## src/rtl/oam_dma.sv

```systemverilog
// oam_dma: copies 160 bus bytes from {src,8'h00} into the 80x16 OAM as byte pairs; ports: clk/rst/ce, cpu_wr/cpu_d/cpu_q register, dma_rd/dma_addr/dma_d_in bus, oam_addr/oam_d_out/oam_we OAM write, dma_active CPU lock
module oam_dma (
  input  logic        clk,
  input  logic        rst,
  input  logic        ce,
  input  logic        cpu_wr,
  input  logic [7:0]  cpu_d,
  output logic [7:0]  cpu_q,
  output logic        dma_rd,
  output logic [15:0] dma_addr,
  input  logic [7:0]  dma_d_in,
  output logic [6:0]  oam_addr,
  output logic [15:0] oam_d_out,
  output logic        oam_we,
  output logic        dma_active
);
  typedef enum logic [1:0] {IDLE, START, XFER} state_t;
  state_t state, state_n;
  logic [7:0] idx, idx_n, src, src_eff, lo_buf;
  logic act_n, xfer, last;
  assign xfer = state == XFER;
  assign last = idx == 8'd159;
  assign src_eff = src >= 8'hE0 ? (src & 8'hDF) : src;
  assign dma_rd = ce & xfer;
  assign dma_addr = {src_eff, idx};
  assign oam_we = ce & xfer & idx[0];
  assign oam_addr = idx[7:1];
  assign oam_d_out = {lo_buf, dma_d_in};
  // A register write restarts the copy but holds the lock as-is, so a restart mid-copy never unlocks
  always_comb begin
    state_n = cpu_wr ? START : state == START ? XFER : xfer && last ? IDLE : state;
    idx_n = cpu_wr || !xfer || last ? 8'd0 : idx + 8'd1;
    act_n = cpu_wr ? dma_active : state == START ? 1'b1 : xfer && last ? 1'b0 : dma_active;
  end
  always_ff @(posedge clk or posedge rst) begin
    if (rst) begin
      state <= IDLE;
      idx <= 8'd0;
      src <= 8'hFF;
      cpu_q <= 8'hFF;
      lo_buf <= 8'h00;
      dma_active <= 1'b0;
    end else if (ce) begin
      state <= state_n;
      idx <= idx_n;
      dma_active <= act_n;
      if (cpu_wr) begin
        src <= cpu_d;
        cpu_q <= cpu_d;
      end
      if (xfer && !idx[0]) lo_buf <= dma_d_in;
    end
  end
endmodule

```

## config.mk

```make
export PLATFORM = sky130hd
export DESIGN_NAME = oam_dma
export DESIGN_NICKNAME = d
export VERILOG_FILES = /design/src/rtl/oam_dma.sv
export SDC_FILE = /design/constraint.sdc
export NUM_CORES = 1
export LEC_CHECK = 0
export CAP_MARGIN = 0
export CORE_MARGIN = 4
export CORE_UTILIZATION = 43
export DETAILED_ROUTE_END_ITERATION = 10
export GPL_TIMING_DRIVEN = 1
export PLACE_DENSITY = 0.86
export SLEW_MARGIN = 15
export SYNTH_ARGS = -nofsm -noshare
export SYNTH_HDL_FRONTEND = slang
export SYNTH_SLANG_ARGS = --single-unit
```

## constraint.sdc

```tcl
create_clock -name clk -period 3.61 [get_ports clk]
set_input_delay 1.083 -clock clk [delete_from_list [all_inputs] [get_ports clk]]
set_output_delay 1.083 -clock clk [all_outputs]
set_load 0.01 [all_outputs]
```

Yosys cells after proc, flatten, opt, wreduce, memory -nomap -nowiden
Index checks and enable logic that the tools add are counted.
{"block": "word_totals", "inputBits": 20, "reg_bits": 27, "output_inout_bits": 50, "wordCells": 32}
{"block": "op_classes", "n_bitwise": 3, "n_reduce_logical": 12, "order_cmp": 1, "eq_ne": 3, "muxes": 7, "add_sub_neg": 1}
{"cell": "adder 8 x 1 -> 8 bit, second input constant", "count": 1}
{"cell": "== test 8 bit, second input constant", "count": 1}
{"cell": ">= comparator 8 bit, second input constant", "count": 1}
{"cell": "2-to-1 mux 8 bit", "count": 1}
{"cell": "2-to-1 mux 2 bit", "count": 3}
{"cell": "2-to-1 mux 6 bit", "count": 1}
{"cell": "AND reduction 2 bit", "count": 3}
{"cell": "AND reduction 3 bit", "count": 1}
{"cell": "nonzero test 3 bit", "count": 1}
{"cell": "AND 1 bit", "count": 2}
{"cell": "== test 2 x 1 -> 1 bit, second input constant", "count": 1}
{"cell": "== test 2 bit, second input constant", "count": 1}
{"cell": "logical AND 1 bit", "count": 2}
{"cell": "logical NOT 1 bit", "count": 2}
{"cell": "logical OR 1 bit", "count": 2}
{"cell": "2-to-1 mux 1 bit", "count": 2}
{"cell": "nonzero test 2 bit", "count": 1}
{"cell": "NOT 1 bit", "count": 1}

Depth between registers and ports, before layout
{"block": "logic_depth", "word_depth": 5, "depth_mapped": 6, "ltp_nobuf": 5}

Worst setup path after synthesis
No wires, ideal clock.
{"block": "synth_path", "path_type": "input -> output", "startpoint": "input ce", "endpoint": "output oam_we", "n_path_buf": 0, "arrival_time_ns": 1.549, "t_required_ns": 2.527, "stages": 3, "setup_slack_ns": 0.978, "path_cell_list": "nand2_1 > nor2_1 > and2_1"}
{"block": "synth_between", "elab_chain_cells": 2}
{"item": "from (decl)", "line_no": "5", "source": "input logic ce,"}
{"item": "AND 1 bit"}
{"item": "named net dma_rd", "line_no": "9", "source": "output logic dma_rd,"}
{"item": "AND 1 bit", "line_no": "26", "source": "assign oam_we = ce & xfer & idx[0];"}
{"item": "to (decl)", "line_no": "14", "source": "output logic oam_we,"}
The timed path passes the listed nets, and every way through them passes these cells.

Worst setup path in the final report
{"block": "layout_path", "startpoint": "input ce", "endpoint": "output dma_rd"}
{"block": "layout_between", "elab_chain_cells": 1}
{"item": "AND 1 bit", "line_no": "24", "source": "assign dma_rd = ce & xfer;"}
{"item": "to (decl)", "line_no": "9"}
No other way between the ends.

==> impl_metrics.csv <==
group,metric,value,unit
detailed_routing,ant_nets,0,
pwr,pwr_density_cell,440.9,nW/um^2
die,die_y,64.96,um
placement,dpl_cell_area,1971,um^2
cts,clk_pin_slew_worst_paths,140,ps
timing,setup_viol,0,
yosys,syn-instance-count,123,
detailed_routing,drc,0,
setup_path,endpoint_kind,"output port",
pwr,p_int,629.7,uW
timing,finalMaxSlewViolations,0,
layout,nFillCells,270,
detailed_routing,vias_per_cell,5.124,
timing,worstMarginPinSlew,980.2,ps
layout,layoutNonFillerInstCount,217,
die,fp.dieArea,4220,um^2
pwr,swShare,0.2861,
die,rows,20,
yosys,synth_warnings,0,
yosys,syn_area_per_cell,11.34,um^2
cts,cts_inserted_buffers,3,
yosys,ys_async_sr_fraction,1.000,
yosys,synth_edf_count,0,
pwr,p_switching,252.4,uW
timing,finalHoldViolations,0,
setup_path,worstPathRequired,2530,ps
die,initial_core_util,0.4533,
layout,final_cell_area,2001,um^2
placement,io_buffers,69,
die,die_width,64.96,um
detailed_routing,first_pass_iters,4,
timing,relSlewSlack,0.3458,
worst_hold_path,hold_path_class,"flop to flop",
placement,gp_congestion,0.7956,
detailed_routing,route.vias.total,1112,
yosys,yosysUniqueCellTypes,33,
layout,synthToLayoutAreaGrowth,43.41,%
yosys,yosysSeqAreaShare,0.4915,
yosys,synth_area,1395,um^2
run,max_cap_viol_count,0,
setup_path,worstSetupPathType,"input pin to output port",
placement,dp.final_hpwl,2.624,mm
global_routing,antenna_found_initial,0,
global_routing,grt_pass1_vias,1135,
yosys,synthesis.nets,144,
cts,cts_hold_buf,0,
outcome,status,"finished, final reports clean",
pwr,p_seq_frac,0.476,
layout,diodes,0,
global_routing,grt_max_degree,28,
detailed_routing,routedWlPerCell,15.04,um
cts,cts.path.max_buffers,2,
cts,cts_num_sinks,27,
cts,clk_latency,320,ps
pwr,p_clk_frac,0.145,
global_routing,grt_util_all_layers,0.1627,
timing,fmax,296.7,MHz
timing,finalCritPeriodShare,0.9337,
setup_path,start_kind,"input pin",
cts,h-tree-depth,1,
global_routing,grt_pass1_wl,5.492,mm
cts,root_buffer,"clkbuf_4",
pwr,combPwrFrac,0.379,
layout,layout-drive-gt1-share,0.1908,
die,design.core.area,3078,um^2
layout,num-nets-final,195,
pwr,ir_drop,338.2,uV
setup_path,crit_path_max_fanout,2,
pwr,p_leak,0.8367,nW
yosys,synth-main-ff-cell,"dfrtp_1",
timing,rsz0062_at_grt,"false",
timing,timing.hold.ws,523.5,ps
placement,place_inst,213,
global_routing,grt-ovfl-total,0,
detailed_routing,drt_iter0_drc,34,
timing,finalClockSkew,6.020,ps
setup_path,arrival,2290,ps
timing,tns,0,ps
cts,cts_tree,"built",
yosys,ys_seq_elements,27,
pwr,p_total,882.1,uW
timing,post-route-min-period,3371,ps
die,ios,70,
detailed_routing,totalWireLength,3.264,mm
sequential cells by signal, summed over array words and instances, names as in the netlist:
| signal | count |
|---|---|
| idx | 8 |
| lo_buf | 8 |
| src | 8 |
| state | 2 |
| dma_active | 1 |
metrics by stage:
step                      worst slack [ps]  utilization
after floorplan                      977.7            -
after global placement               133.4       0.6402
after detailed placement             82.29       0.6402
after CTS                            73.95       0.6492
after global routing                 155.9       0.6500
final                                239.2       0.6500
cell type report:
type | instances | area [um^2] | share of cell area
timing repair buffer | 71 | 708.2 | 0.3540
sequential | 27 | 685.7 | 0.3427
multi-input combinational | 69 | 516.7 | 0.2583
tap | 44 | 55.05 | 0.02752
clock buffer | 3 | 22.52 | 0.01126
inverter | 2 | 7.507 | 0.003752
clock inverter | 1 | 5.005 | 0.002502
Yosys cell counts (2+ instances only):
cell,n,share of area
inv_1,2,0.0054
dfstp_2,8,0.15
and3_1,3,0.013
o2bb2ai_1,3,0.019
mux2_2,16,0.13
dfrtp_1,19,0.34
nand3_1,5,0.018
buf_4,22,0.12
o21ai_0,6,0.022
nor2_1,6,0.016
mux2i_1,2,0.014
nand2_1,10,0.027
final timing paths:
path	start	end	slack, ps	depth (start not counted)
worst min register to register	lo_buf[6]	lo_buf[6]	520	1
min in group asynchronous	rst	dma_active	1280	2
worst max-delay path	ce	dma_rd	240	4
worst min-delay path	lo_buf[6]	lo_buf[6]	520	1
worst max register to register	idx[0]	dma_active	1780	5
max in group asynchronous	rst	idx[2]	1740	2
timing repair:
action / in CTS / in global routing
buffers inserted: 0 / 0
resized for setup: 0 / 1
setup endpoints to repair: 0 / 1
critical path: stages:
cell and delay, ps:
clkdlybuf4s50_1 480, nand2_1 70, nor2_1 110, clkdlybuf4s50_1 550
layer usage:
metal	global-route usage	part of all wire	up-vias	wire, um
met3	0.03293	0.061	4	198
met2	0.2835	0.50	53	1648
li1	-	-	519	-
met4	0.04222	0.015	0	49
met5	0	0	-	0
met1	0.2044	0.42	536	1368
logic make-up (layout without fill, tap and decap cells):
group | Yosys count | count (layout) | share of synthesized area
AO/OA/AOI/OAI | 18 | 18 | 0.09419
adder cells (fa/ha/maj) | 1 | 1 | 0.008967
buffers and inverters | 27 | 77 | 0.1381
flip-flops | 27 | 27 | 0.4915
multiplexers | 18 | 18 | 0.1435
AND/OR/NAND/NOR | 32 | 32 | 0.1238
placed cells by master (no fill, tap or decap), drive strengths merged, types with 2 or more instances in the layout:
master,instances
nand2,10
mux2i,2
clkdlybuf4s50,68
and3,3
buf,2
o21ai,6
dfstp,8
nor2,6
inv,2
dfrtp,19
o2bb2ai,3
mux2,16
clkbuf,3
nand3,5
power by group through the flow:
stage | sequential [mW] | combinational [mW] | clock [mW]
after global routing | 0.428 | 0.355 | 0.146
final | 0.420 | 0.334 | 0.128
after global placement | 0.420 | 0.332 | 0
after CTS | 0.420 | 0.340 | 0.131
after floorplan | 0.448 | 0.128 | 0
after detailed placement | 0.427 | 0.340 | 0
Note: power is estimated with default switching activity, not from simulation.
